`src/rtl/lsu_dram_if_if.sv`:
```
// Bundle of the LSU request/response handshake and the data-RAM port.
// slave = the LSU itself; master = core pipeline plus data memory around it.
interface lsu_dram_if_if;
   logic        req_valid;
   logic        req_ready;
   logic [31:0] req_addr;
   logic [3:0]  req_we;
   logic [2:0]  req_ext_op;
   logic [31:0] req_wdata;
   logic        resp_valid;
   logic [31:0] resp_rdata;
   logic        resp_err;
   logic        stall;
   logic        dram_req;
   logic [31:0] dram_addr;
   logic [3:0]  dram_we;
   logic [31:0] dram_wdata;
   logic        dram_gnt;
   logic        dram_rvalid;
   logic [31:0] dram_rdata;

   modport master (
      output req_valid, req_addr, req_we, req_ext_op, req_wdata,
      output dram_gnt, dram_rvalid, dram_rdata,
      input  req_ready, resp_valid, resp_rdata, resp_err, stall,
      input  dram_req, dram_addr, dram_we, dram_wdata
   );

   modport slave (
      input  req_valid, req_addr, req_we, req_ext_op, req_wdata,
      input  dram_gnt, dram_rvalid, dram_rdata,
      output req_ready, resp_valid, resp_rdata, resp_err, stall,
      output dram_req, dram_addr, dram_we, dram_wdata
   );
endinterface

```
`src/rtl/lsu_dram_if.sv`:
```
// LA32R load/store unit: store lane steering, load select/extend, alignment
// checking and a req/gnt/rvalid handshake to data RAM, stalling while busy.
module lsu_dram_if (
   input  logic          clk,
   input  logic          rst,
   lsu_dram_if_if.slave  bus
);
   localparam int unsigned DW   = 32;
   localparam int unsigned WEW  = 4;
   localparam int unsigned EXTW = 3;

   localparam logic [EXTW-1:0] RAM_EXT_N  = 3'd0;
   localparam logic [EXTW-1:0] RAM_EXT_B  = 3'd1;
   localparam logic [EXTW-1:0] RAM_EXT_BU = 3'd2;
   localparam logic [EXTW-1:0] RAM_EXT_H  = 3'd3;
   localparam logic [EXTW-1:0] RAM_EXT_HU = 3'd4;

   localparam logic [WEW-1:0] WE_LD = 4'b0000;
   localparam logic [WEW-1:0] WE_B  = 4'b0001;
   localparam logic [WEW-1:0] WE_H  = 4'b0011;
   localparam logic [WEW-1:0] WE_W  = 4'b1111;

   typedef enum logic [1:0] {S_IDLE, S_REQ, S_WAIT, S_RESP} state_e;

   state_e          state_q, state_d;
   logic            req_ready_q, req_ready_d;
   logic            resp_valid_q, resp_valid_d;
   logic [DW-1:0]   resp_rdata_q, resp_rdata_d;
   logic            resp_err_q, resp_err_d;
   logic            dram_req_q, dram_req_d;
   logic [DW-1:0]   dram_addr_q, dram_addr_d;
   logic [WEW-1:0]  dram_we_q, dram_we_d;
   logic [DW-1:0]   dram_wdata_q, dram_wdata_d;
   logic [1:0]      lo_q, lo_d;
   logic [EXTW-1:0] ext_q, ext_d;
   logic            load_q, load_d;

   logic            req_err_c;
   logic [DW-1:0]   steer_c;
   logic [7:0]      byte_c;
   logic [15:0]     half_c;
   logic [DW-1:0]   load_data_c;

   // Alignment / encoding check on the incoming request
   always_comb begin
      req_err_c = 1'b0;
      unique case (bus.req_we)
         WE_LD: begin
            unique case (bus.req_ext_op)
               RAM_EXT_H, RAM_EXT_HU: req_err_c = bus.req_addr[0];
               RAM_EXT_B, RAM_EXT_BU: req_err_c = 1'b0;
               default:               req_err_c = (bus.req_addr[1:0] != 2'b00);
            endcase
         end
         WE_B:    req_err_c = 1'b0;
         WE_H:    req_err_c = bus.req_addr[0];
         WE_W:    req_err_c = (bus.req_addr[1:0] != 2'b00);
         default: req_err_c = 1'b1;
      endcase
   end

   // Replicate store data across all lanes; byte enables select the live one
   always_comb begin
      steer_c = '0;
      unique case (bus.req_we)
         WE_B:    steer_c = {4{bus.req_wdata[7:0]}};
         WE_H:    steer_c = {2{bus.req_wdata[15:0]}};
         WE_W:    steer_c = bus.req_wdata;
         default: steer_c = '0;
      endcase
   end

   always_comb begin
      byte_c      = 8'(bus.dram_rdata >> {lo_q, 3'b000});
      half_c      = lo_q[1] ? bus.dram_rdata[31:16] : bus.dram_rdata[15:0];
      load_data_c = bus.dram_rdata;
      unique case (ext_q)
         RAM_EXT_B:  load_data_c = {{24{byte_c[7]}}, byte_c};
         RAM_EXT_BU: load_data_c = {24'd0, byte_c};
         RAM_EXT_H:  load_data_c = {{16{half_c[15]}}, half_c};
         RAM_EXT_HU: load_data_c = {16'd0, half_c};
         default:    load_data_c = bus.dram_rdata;
      endcase
   end

   // Next-state and registered-output logic
   always_comb begin
      state_d      = state_q;
      resp_valid_d = 1'b0;
      resp_rdata_d = resp_rdata_q;
      resp_err_d   = resp_err_q;
      dram_req_d   = dram_req_q;
      dram_addr_d  = dram_addr_q;
      dram_we_d    = dram_we_q;
      dram_wdata_d = dram_wdata_q;
      lo_d         = lo_q;
      ext_d        = ext_q;
      load_d       = load_q;

      unique case (state_q)
         S_IDLE: begin
            if (bus.req_valid) begin
               lo_d   = bus.req_addr[1:0];
               ext_d  = bus.req_ext_op;
               load_d = (bus.req_we == WE_LD);
               if (req_err_c) begin
                  state_d      = S_RESP;
                  resp_valid_d = 1'b1;
                  resp_err_d   = 1'b1;
                  resp_rdata_d = '0;
               end else begin
                  state_d      = S_REQ;
                  dram_req_d   = 1'b1;
                  dram_addr_d  = {bus.req_addr[31:2], 2'b00};
                  dram_we_d    = WEW'(bus.req_we << bus.req_addr[1:0]);
                  dram_wdata_d = steer_c;
               end
            end
         end
         S_REQ: begin
            if (bus.dram_gnt) begin
               dram_req_d   = 1'b0;
               dram_addr_d  = '0;
               dram_we_d    = '0;
               dram_wdata_d = '0;
               if (load_q) begin
                  state_d = S_WAIT;
               end else begin
                  state_d      = S_RESP;
                  resp_valid_d = 1'b1;
                  resp_err_d   = 1'b0;
                  resp_rdata_d = '0;
               end
            end
         end
         S_WAIT: begin
            if (bus.dram_rvalid) begin
               state_d      = S_RESP;
               resp_valid_d = 1'b1;
               resp_err_d   = 1'b0;
               resp_rdata_d = load_data_c;
            end
         end
         S_RESP:  state_d = S_IDLE;
         default: state_d = S_IDLE;
      endcase

      req_ready_d = (state_d == S_IDLE);
   end

   always_ff @(posedge clk) begin
      if (rst) begin
         state_q      <= S_IDLE;
         req_ready_q  <= 1'b1;
         resp_valid_q <= 1'b0;
         resp_rdata_q <= '0;
         resp_err_q   <= 1'b0;
         dram_req_q   <= 1'b0;
         dram_addr_q  <= '0;
         dram_we_q    <= '0;
         dram_wdata_q <= '0;
         lo_q         <= '0;
         ext_q        <= '0;
         load_q       <= 1'b0;
      end else begin
         state_q      <= state_d;
         req_ready_q  <= req_ready_d;
         resp_valid_q <= resp_valid_d;
         resp_rdata_q <= resp_rdata_d;
         resp_err_q   <= resp_err_d;
         dram_req_q   <= dram_req_d;
         dram_addr_q  <= dram_addr_d;
         dram_we_q    <= dram_we_d;
         dram_wdata_q <= dram_wdata_d;
         lo_q         <= lo_d;
         ext_q        <= ext_d;
         load_q       <= load_d;
      end
   end

   // Stall is combinational so a request is held in the same cycle it appears
   assign bus.stall = ((state_q == S_IDLE) && bus.req_valid) ||
                      (state_q == S_REQ) || (state_q == S_WAIT);

   assign bus.req_ready  = req_ready_q;
   assign bus.resp_valid = resp_valid_q;
   assign bus.resp_rdata = resp_rdata_q;
   assign bus.resp_err   = resp_err_q;
   assign bus.dram_req   = dram_req_q;
   assign bus.dram_addr  = dram_addr_q;
   assign bus.dram_we    = dram_we_q;
   assign bus.dram_wdata = dram_wdata_q;

endmodule

```
`src/flat_wrapper.sv`:
```
// flat-port wrapper written by rule: the top's interface ports become plain ports
module lsu_dram_if_flat 
  (clk, rst, bus_req_valid, bus_req_addr, bus_req_we, bus_req_ext_op, bus_req_wdata, bus_dram_gnt, bus_dram_rvalid, bus_dram_rdata, bus_req_ready, bus_resp_valid, bus_resp_rdata, bus_resp_err, bus_stall, bus_dram_req, bus_dram_addr, bus_dram_we, bus_dram_wdata);
  lsu_dram_if_if bus_i ();
  input  logic clk;
  input  logic rst;
  input wire logic [$bits(bus_i.req_valid)-1:0] bus_req_valid;
  input wire logic [$bits(bus_i.req_addr)-1:0] bus_req_addr;
  input wire logic [$bits(bus_i.req_we)-1:0] bus_req_we;
  input wire logic [$bits(bus_i.req_ext_op)-1:0] bus_req_ext_op;
  input wire logic [$bits(bus_i.req_wdata)-1:0] bus_req_wdata;
  input wire logic [$bits(bus_i.dram_gnt)-1:0] bus_dram_gnt;
  input wire logic [$bits(bus_i.dram_rvalid)-1:0] bus_dram_rvalid;
  input wire logic [$bits(bus_i.dram_rdata)-1:0] bus_dram_rdata;
  output wire logic [$bits(bus_i.req_ready)-1:0] bus_req_ready;
  output wire logic [$bits(bus_i.resp_valid)-1:0] bus_resp_valid;
  output wire logic [$bits(bus_i.resp_rdata)-1:0] bus_resp_rdata;
  output wire logic [$bits(bus_i.resp_err)-1:0] bus_resp_err;
  output wire logic [$bits(bus_i.stall)-1:0] bus_stall;
  output wire logic [$bits(bus_i.dram_req)-1:0] bus_dram_req;
  output wire logic [$bits(bus_i.dram_addr)-1:0] bus_dram_addr;
  output wire logic [$bits(bus_i.dram_we)-1:0] bus_dram_we;
  output wire logic [$bits(bus_i.dram_wdata)-1:0] bus_dram_wdata;
  assign bus_i.req_valid = bus_req_valid;
  assign bus_i.req_addr = bus_req_addr;
  assign bus_i.req_we = bus_req_we;
  assign bus_i.req_ext_op = bus_req_ext_op;
  assign bus_i.req_wdata = bus_req_wdata;
  assign bus_i.dram_gnt = bus_dram_gnt;
  assign bus_i.dram_rvalid = bus_dram_rvalid;
  assign bus_i.dram_rdata = bus_dram_rdata;
  assign bus_req_ready = bus_i.req_ready;
  assign bus_resp_valid = bus_i.resp_valid;
  assign bus_resp_rdata = bus_i.resp_rdata;
  assign bus_resp_err = bus_i.resp_err;
  assign bus_stall = bus_i.stall;
  assign bus_dram_req = bus_i.dram_req;
  assign bus_dram_addr = bus_i.dram_addr;
  assign bus_dram_we = bus_i.dram_we;
  assign bus_dram_wdata = bus_i.dram_wdata;
  lsu_dram_if u_core (.clk(clk), .rst(rst), .bus(bus_i));
endmodule
```
`config.mk`:
```
export PLATFORM = sky130hd
export DESIGN_NAME = lsu_dram_if_flat
export DESIGN_NICKNAME = d
export VERILOG_FILES = /design/src/rtl/lsu_dram_if_if.sv /design/src/rtl/lsu_dram_if.sv /design/src/flat_wrapper.sv
export SDC_FILE = /design/constraint.sdc
export NUM_CORES = 1
export LEC_CHECK = 0
export ABC_AREA = 1
export CAP_MARGIN = 10
export CORE_MARGIN = 2
export CORE_UTILIZATION = 49
export DETAILED_ROUTE_END_ITERATION = 6
export PLACE_DENSITY_LB_ADDON = 0.08
export RECOVER_POWER = 25
export SETUP_SLACK_MARGIN = 0.1
export SYNTH_ARGS = -nofsm -noshare
export SYNTH_HDL_FRONTEND = slang
export SYNTH_SLANG_ARGS = --single-unit
export TNS_END_PERCENT = 100
```
`constraint.sdc`:
```
create_clock -name clk -period 3.25 [get_ports clk]
set_clock_uncertainty 0.2 [all_clocks]
set_input_delay 0.65 -clock clk [delete_from_list [all_inputs] [get_ports clk]]
set_output_delay 0.65 -clock clk [all_outputs]
set_load 0.01 [all_outputs]
```
==> run metrics <==
WHS Path Cells 2; Core Region between 0.01 and 0.015 mm2; die area 0.0129 mm2; worst hold start u_core.bus.dram_addr[14]; Worst-path clk slew 80 ps; root buffer cell clkbuf_16; Vias/cell about 5.2; first-pass GRT wire length between 20000 and 30000 um; Chip Height 113 um; Slew @ Worst Pin 753 ps; complex-gate fraction of the synthesized area 17.6%; reg2reg path depth 8; Die W 113 um; Final setup viols 0; GPL Wtd Cong 0.871; RSZ-0062 raised after global routing no; Power Density 723 mW/mm2; clock buffer depth 2; Avg Inst Size Synth 6.37 um2; n_diodes 0; routed vias 6521; largest family of logic cells by synthesized area simple AND/OR/NAND/NOR gates; initial antenna violation count 0; Post CTS Setup Buffer Count 0; post-DP HPWL 12000 um; hold endpoint u_core.bus.dram_addr[14]; I/O Buffers 210; P_leak 3.58 nW; total gr overflow 0; Post-Syn Instances 921; peak supply drop ~0.00039 V; Synth area leaders dfxtp_1 (38%), nand2_1 (12%), a21oi_1 (11%); final setup TNS 0 ps; wirelength, routed around 17000 um; number of global-route vias before repair 5889; Yosys reg bits 110; Hold Crit Class flip-flop to flip-flop; worst endpoint required time 2400 ps; Post-synth EDFFs 0; Netlist cell types 32; DP Area 0.00798 mm2; Max Slew Vio Count 0; r2r setup slk 640 ps; Post-Syn Area 0.00587 mm2; max-cap violation count 0; most frequent cell after synthesis nand2_1; row cnt 39; Initial Util about half; DR pass1 iterations 5; clk sinks 110; Max Fclk 0.338 GHz; H-tree depth 3; clock latency on the worst-skew pair roughly 340 ps; CTS Hold Bufs 0; adder-cell share of the synthesized area between 1 and 1.5%; kind of critical path flip-flop to output pin; post-synthesis mux area share 0%; reg2reg start u_core.ext_q[2]; Most used DFF post-synth dfxtp_1; final hold vios 0; sequential-to-total area share from yosys stat between 30% and 40%; global-route usage over all layers 26.3%; relative slew slack 49.8%; fin crit share 91.1%; CTS tree built; hold slack 259 ps; status finished clean; ANT nets after route 0; top cells by count, synth nand2_1 (189), nor2_1 (132), a21oi_1 (124), nand3_1 (111), dfxtp_1 (110); final core occ 71.8%; cell taking the most area after synthesis dfxtp_1; final setup margin between 200 and 300 ps; area share of xor/xnor cells in the synthesized design 0%; CP Launch Type flip-flop; wire per inst approximately 14 um; reg2reg end u_core.bus.resp_rdata[31]; Synth Area in Simple Gates 32.5%; Worst Path Max Fanout 14; Synth Warn # 0; drc violations 0; DP Worst Slack 223 ps; 1st-iter DRT viols approximately 520; FFs w/ async S/R, synth 0%; Area Overhead vs Synth 41.5%; Critical Path AT between 2000 and 2500 ps; Synth top area share 37.5%; Ports 213; Crit. End Element output pin; CTS buffer count 9; crit path time final 2960 ps; layout cell share with drive strength beyond 1 approximately 5.4%; pin count of the biggest net entering global routing 71; Nets between 1000 and 1500; Non-Filler Cell Area, Final ~0.0083 mm2
==> how the worst max path moves through the flow <==
stage | startpoint | end | slack, ps
after floorplan | u_core.state_q[1] | bus_stall | 1060
after CTS | u_core.state_q[0] | bus_stall | 230
after global routing | u_core.state_q[0] | bus_stall | 130
after global placement | bus_req_we[0] | u_core.bus.dram_wdata[25] | 250
final | u_core.state_q[0] | bus_stall | 290
after detailed placement | bus_req_we[0] | u_core.bus.dram_wdata[28] | 220
==> worst max-delay path, stage by stage (launching register included) <==
cell and delay (ps):
dfxtp_1 340, inv_1 120, ha_1 150, buf_4 200, clkinvlp_4 240, nand3_1 140, clkdlybuf4s50_1 590
==> final cells by class <==
cell class	count	area, um2
well taps	143	179
inverters	87	330
clock inverters	5	75.1
fillers	1003	3260
clock buffers	11	253
multi-input cells	661	3010
repair buffers	228	2250
flip-flops and latches	110	2200
==> power breakdown <==
part | leakage, nW | switching (mW) | total [mW] | internal [mW]
clock | 0.161 | 0.524 | 1.18 | 0.657
sequential | 0.897 | 0.167 | 1.84 | 1.68
combinational | 2.52 | 1.82 | 2.98 | 1.16
==> stage by stage <==
step | power (mW) | std cells
after floorplan | 3.77 | 922
after global placement | 4.87 | 1229
after detailed placement | 4.90 | 1229
after CTS | 6.09 | 1245
after global routing | 6.43 | 1245
final | 6.00 | 1245
==> sequential cells by signal, indices dropped and copies added, names as in the netlist <==
name	count
u_core.bus.resp_rdata	32
u_core.bus.resp_err	1
u_core.bus.resp_valid	1
u_core.ext_q	3
u_core.bus.dram_wdata	32
u_core.lo_q	2
u_core.bus.dram_we	4
u_core.state_q	2
u_core.load_q	1
u_core.bus.dram_addr	30
u_core.bus.req_ready	1
u_core.bus.dram_req	1
==> what timing repair did <==
action / in CTS / in global routing
endpoints found under the setup margin: 0 / 1
hold endpoints to repair: 0 / 0
resized for setup: 0 / 1
==> logic make-up after synthesis <==
logic type	count (synthesis)
adders and majority gates	5
and+or+nand+nor	452
buffers and inverters	151
AOI/OAI and AO/OA	202
DFF	110
other	1
==> layout by cell type (no fill, tap or decap), drive strengths merged, types with 3 or more instances in the layout <==
cell and instances:
nand2 194, dfxtp 110, inv 87, ha 5, nand3 112, nor2 137, or2 7, a21oi 124
buf 18, dlygate4sd3 47, clkdlybuf4s50 162, o21ai 71, clkbuf 12, clkinv 3
==> routing by layer <==
| layer | track usage [%] | vias up | share of wire, % |
|---|---|---|---|
| met2 | 43.3 | 262 | 46 |
| met5 | 0 | - | 0 |
| met3 | 4.68 | 37 | 6.5 |
| met1 | 35.2 | 2913 | 45 |
| met4 | 8.70 | 0 | 2.6 |
| li1 | - | 3309 | - |
No activity file was read; power rests on OpenSTA's default activity.
